==> config.mk <==
export PLATFORM = sky130hd
export DESIGN_NAME = imem_uart_loader
export DESIGN_NICKNAME = d
export VERILOG_FILES = /design/src/rtl/imem_uart_loader.sv
export SDC_FILE = /design/constraint.sdc
export NUM_CORES = 1
export LEC_CHECK = 0
export BUFFER_PORTS_ARGS = -buffer_cell sky130_fd_sc_hd__buf_2
export CORE_MARGIN = 2
export CORE_UTILIZATION = 53
export DETAILED_ROUTE_END_ITERATION = 6
export GPL_TIMING_DRIVEN = 0
export PLACE_DENSITY_LB_ADDON = 0.15
export SLEW_MARGIN = 10
export SYNTH_ARGS = -nofsm -noshare
export SYNTH_HDL_FRONTEND = slang
export SYNTH_SLANG_ARGS = --single-unit
==> constraint.sdc <==
create_clock -name clk -period 2.5 [get_ports clk]
set_input_delay 0.125 -clock clk [delete_from_list [all_inputs] [get_ports clk]]
set_output_delay 0.125 -clock clk [all_outputs]
set_load 0.05 [all_outputs]
==> src/rtl/imem_uart_loader.sv <==
// rtl/imem_uart_loader.sv - UART-fed instruction RAM loader with length header, XOR check and timeout
module imem_uart_loader #(
    parameter int MEM_WORDS = 160,
    parameter int TIMEOUT   = 1000000,
    parameter int CNT_W     = 16
) (
    input  logic        clk,
    input  logic        reset_n,
    input  logic        start,
    input  logic        rx_valid,
    input  logic [7:0]  rx_data,
    output logic        wr_en,
    output logic [30:0] wr_addr,
    output logic [31:0] wr_data,
    output logic        cpu_hold,
    output logic        busy,
    output logic        done,
    output logic        error,
    output logic [1:0]  err_code
);

    localparam int TO_W = $clog2(TIMEOUT + 1);

    typedef enum logic [2:0] {
        S_IDLE,
        S_LEN,
        S_DATA,
        S_CHK,
        S_DONE,
        S_ERR
    } state_t;

    state_t           state, state_nxt;
    logic [1:0]       err_nxt;
    logic [1:0]       byte_cnt;
    logic [CNT_W-1:0] word_cnt;
    logic [CNT_W-1:0] len;
    logic [7:0]       len_hi;
    logic [7:0]       csum;
    logic [23:0]      shift;
    logic [TO_W-1:0]  to_cnt;

    logic             loading;
    logic             go;
    logic             timed_out;
    logic [CNT_W-1:0] len_val;
    logic             len_bad;
    logic             word_done;
    logic             last_word;

    assign loading   = (state == S_LEN) || (state == S_DATA) || (state == S_CHK);
    assign go        = start && ((state == S_IDLE) || (state == S_DONE) || (state == S_ERR));
    assign timed_out = loading && !rx_valid && (to_cnt == TO_W'(TIMEOUT - 1));
    assign len_val   = CNT_W'({len_hi, rx_data});
    assign len_bad   = (len_val == '0) || (len_val > CNT_W'(MEM_WORDS));
    assign word_done = (state == S_DATA) && rx_valid && (byte_cnt == 2'd3);
    assign last_word = (word_cnt == len - CNT_W'(1));

    assign busy     = loading;
    assign done     = (state == S_DONE);
    assign error    = (state == S_ERR);
    assign cpu_hold = loading || (state == S_ERR);

    // State and error-cause registers
    always_ff @(posedge clk or negedge reset_n) begin
        if (!reset_n) begin
            state    <= S_IDLE;
            err_code <= 2'd0;
        end else begin
            state    <= state_nxt;
            err_code <= err_nxt;
        end
    end

    // Next-state and error-cause selection; timeout overrides byte handling
    always_comb begin
        state_nxt = state;
        err_nxt   = err_code;
        case (state)
            S_IDLE, S_DONE, S_ERR: begin
                if (go) begin
                    state_nxt = S_LEN;
                    err_nxt   = 2'd0;
                end
            end
            S_LEN: begin
                if (timed_out) begin
                    state_nxt = S_ERR;
                    err_nxt   = 2'd2;
                end else if (rx_valid && byte_cnt[0]) begin
                    if (len_bad) begin
                        state_nxt = S_ERR;
                        err_nxt   = 2'd1;
                    end else begin
                        state_nxt = S_DATA;
                    end
                end
            end
            S_DATA: begin
                if (timed_out) begin
                    state_nxt = S_ERR;
                    err_nxt   = 2'd2;
                end else if (word_done && last_word) begin
                    state_nxt = S_CHK;
                end
            end
            S_CHK: begin
                if (timed_out) begin
                    state_nxt = S_ERR;
                    err_nxt   = 2'd2;
                end else if (rx_valid) begin
                    if (rx_data == csum) begin
                        state_nxt = S_DONE;
                    end else begin
                        state_nxt = S_ERR;
                        err_nxt   = 2'd3;
                    end
                end
            end
            default: begin
                state_nxt = S_IDLE;
                err_nxt   = 2'd0;
            end
        endcase
    end

    // Byte assembly, counters, checksum, idle timer and the write port
    always_ff @(posedge clk or negedge reset_n) begin
        if (!reset_n) begin
            byte_cnt <= 2'd0;
            word_cnt <= '0;
            len      <= '0;
            len_hi   <= 8'd0;
            csum     <= 8'd0;
            shift    <= 24'd0;
            to_cnt   <= '0;
            wr_en    <= 1'b0;
            wr_addr  <= 31'd0;
            wr_data  <= 32'd0;
        end else begin
            wr_en <= word_done;
            if (word_done) begin
                wr_addr <= {{(31 - CNT_W - 2){1'b0}}, word_cnt, 2'b00};
                wr_data <= {shift, rx_data};
            end
            if (go) begin
                byte_cnt <= 2'd0;
                word_cnt <= '0;
                len_hi   <= 8'd0;
                csum     <= 8'd0;
                to_cnt   <= '0;
            end else if (loading) begin
                to_cnt <= rx_valid ? '0 : to_cnt + TO_W'(1);
                if (rx_valid) begin
                    if (state == S_LEN) begin
                        if (!byte_cnt[0]) begin
                            len_hi   <= rx_data;
                            byte_cnt <= 2'd1;
                        end else begin
                            len      <= len_val;
                            byte_cnt <= 2'd0;
                        end
                    end else if (state == S_DATA) begin
                        shift    <= {shift[15:0], rx_data};
                        csum     <= csum ^ rx_data;
                        byte_cnt <= byte_cnt + 2'd1;
                        if (byte_cnt == 2'd3) begin
                            word_cnt <= word_cnt + CNT_W'(1);
                        end
                    end
                end
            end
        end
    end

endmodule

==> metrics.txt <==
Worst path slowest cell=or4_4; Fillers=1123; post-route ant nets=0; post-route cell area=8400 µm²; Core Area=13100 µm²; DR vias=5694; compound-cell area share of the yosys netlist=0.0680; root buf cell=clkbuf_16; worst skew pair latency=420 ps; Die Ht=119 µm; Sink Count=148; Initial Util=0.537; die area=14200 µm²; DR WL met2=7660 µm; leakage=4.35 nW; routed wire length=16100 µm; CP Capture Type=flip-flop; RD Place Congestion=0.847; routed wl met3=796 µm; Post-synth EDFFs=0; Syn-to-layout area delta=19.5%; clock skew=11.0 ps; CTS max path bufs=2; register area=3710 µm²; Die Width=119 µm; ANT cells=0; # rows=42; CP max FO=2; CP max stage delay=540 ps; worst relative slew slack=0.533; commonest cells after routing, fill and taps aside=nand2_1, dfrtp_1, nor2_1; Final period util=1.02; final-report hold violation count=0; status=finished with violations; # IOs=82; Ys Warns=0; clock slew at the register clock pins of the worst setup and hold paths=60 ps; Startpoint Class=flip-flop; Cell Pwr Density=966 nW/µm²; nets=896; DR iter-0 viols=360; pre-CTS setup slack=-285 ps; XOR/XNOR share of the synthesized area=0.0686; routed vias/inst=5.33; Multi-input gate area=3180 µm²; crit path time final=2560 ps; post-synthesis simple-gate area fraction=0.254; worst endpoint data arrival time=2860 ps; fmax=0.390 GHz; drt wl/cell=15.1 µm; final worst slack=-60.9 ps; htree depth=4; Max Slew Vio Count=0; Max-cap violations=0; final setup fails=3; Mapped Area=7030 µm²; DRT met1 WL=7410 µm; RSZ-0062 raised after global routing=yes; Placed Area=7620 µm²; failing checks=negative setup slack; combinational family with the most area after synthesis=simple AND/OR/NAND/NOR gates; vias in the first global route=5450; largest net degree at the start of global routing=90; CTS tree=yes; dpl hpwl=11300 µm; synth unique cells=59; Slew @ Worst Pin=698 ps; all-layer global routing usage=0.238; I/O Buffers=57; VDD IR max=0.550 mV; multiplexer fraction of the synthesized cell area=0.0335; Mapped Avg Cell Area=9.03 µm²; # DRC=0; commonest non-fill, non-tap cell in the layout=nand2_1; ys flop type=dfrtp_1; Critical Path RT=2800 ps; first-pass GRT wire length=26800 µm; Seq/Total Area, Yosys=0.527; synthesized flop and latch total=148; uppermost layer routed=met4; CP cell instances=or4_4, or3_4, buf_12, o31ai_4, nand4_2, a2111oi_4, a31o_2, mux2_4; asr flop ratio synth=1.00; GRT overflow=0; CTS Buf Count=17; worst setup path class=flip-flop to flip-flop; HP Class=input port to flip-flop; Post-Synthesis Cells=778; layout cells sized above 1=0.179; initial antenna violation count=0; drt first pass iters=5; Adder-Cell Fraction of Synth Area=0.00712
==> kinds of logic (layout without fill, tap and decap cells) <==
group / count (synthesis) / in the layout
flops: 148 / 148
mux: 21 / 21
compound gates: 76 / 76
fa+ha+maj: 4 / 4
other cells: 1 / 15
xor+xnor: 55 / 55
simple gates: 412 / 412
buf+inv: 61 / 162
==> routing by layer <==
| layer | global-route usage | vias to the layer above |
|---|---|---|
| li1 | - | 2730 |
| met1 | 0.333 | 2789 |
| met2 | 0.375 | 154 |
| met3 | 0.0479 | 21 |
| met4 | 0.0759 | 0 |
| met5 | 0 | - |
==> final cells by class <==
type,instances,area share
repair buffers,69,0.0501
multi-input cells,583,0.378
plain buffers,53,0.0310
clock buffers,20,0.0544
well taps,176,0.0262
flip-flops and latches,148,0.441
inverters,8,0.00358
clock inverters,12,0.0153
==> worst paths after layout <==
kind | slack [ps] | cells after the start | startpoint | to
max | -60 | 8 | len[7] | state[1]
min | 90 | 3 | rx_data[0] | wr_data[0]
max reg2reg | -60 | 8 | len[7] | state[1]
min reg2reg | 470 | 2 | wr_addr[5] | wr_addr[5]
max in group asynchronous | 1480 | 3 | reset_n | byte_cnt[0]
min in group asynchronous | 220 | 2 | reset_n | wr_addr[6]
==> where the power goes <==
part	leakage, nW	internal [mW]	switching [mW]
logic	2.05	0.990	1.52
clock network	0.283	1.52	1.01
registers	2.01	2.72	0.342
total	4.35	5.24	2.87
==> stage by stage <==
step	utilization	power, mW	hold slack [ps]	setup TNS (ps)	std cells
global route	0.642	8.55	107	-451	1069
floorplan	-	4.77	-171	0	792
global placement	0.580	5.28	452	-106050	1025
finish	0.642	8.11	87.2	-73.3	1069
detailed placement	0.582	5.36	92.6	-478	1026
CTS	0.635	8.02	75.5	-142	1067
==> worst max-delay path, delay by kind of cell, from the launching register on <==
family | cells | cell delay [ps]
DFF | 1 | 390
muxes | 1 | 300
buffers and inverters | 1 | 140
AOI/OAI and AO/OA | 3 | 600
and+or+nand+nor | 3 | 1020
==> cell usage after synthesis (all sizes together) (3+ instances only) <==
library cell | n | area share
a21oi | 14 | 0.010
a31oi | 5 | 0.0045
and3 | 10 | 0.0089
buf | 18 | 0.018
clkbuf | 35 | 0.019
dfrtp | 148 | 0.53
ha | 4 | 0.0071
inv | 7 | 0.0037
mux2 | 17 | 0.028
mux2i | 4 | 0.0057
nand2 | 264 | 0.14
nand2b | 6 | 0.0053
nand3 | 15 | 0.011
nand4 | 9 | 0.0089
nor2 | 60 | 0.032
nor2b | 5 | 0.0045
nor3 | 13 | 0.011
nor4 | 7 | 0.0062
nor4b | 3 | 0.0037
o21ai | 37 | 0.026
or2 | 3 | 0.0027
or3 | 6 | 0.0061
or4 | 3 | 0.0043
xnor2 | 18 | 0.022
xor2 | 37 | 0.046
==> registers in the layout (all words and copies together), names as in the netlist <==
| name | count |
|---|---|
| wr_data | 32 |
| len_hi | 8 |
| csum | 8 |
| len | 16 |
| state | 3 |
| shift | 24 |
| byte_cnt | 2 |
| wr_en | 1 |
| word_cnt | 16 |
| wr_addr | 16 |
| err_code | 2 |
| to_cnt | 20 |
==> repair_timing <==
action,4_1_cts,5_1_grt
setup endpoints to repair,3,23
gates resized for setup,6,14
hold buffers,1,0
pin swaps,4,5
buffers inserted,8,2
hold endpoints to repair,59,0
(Power assumes the default switching activity.)
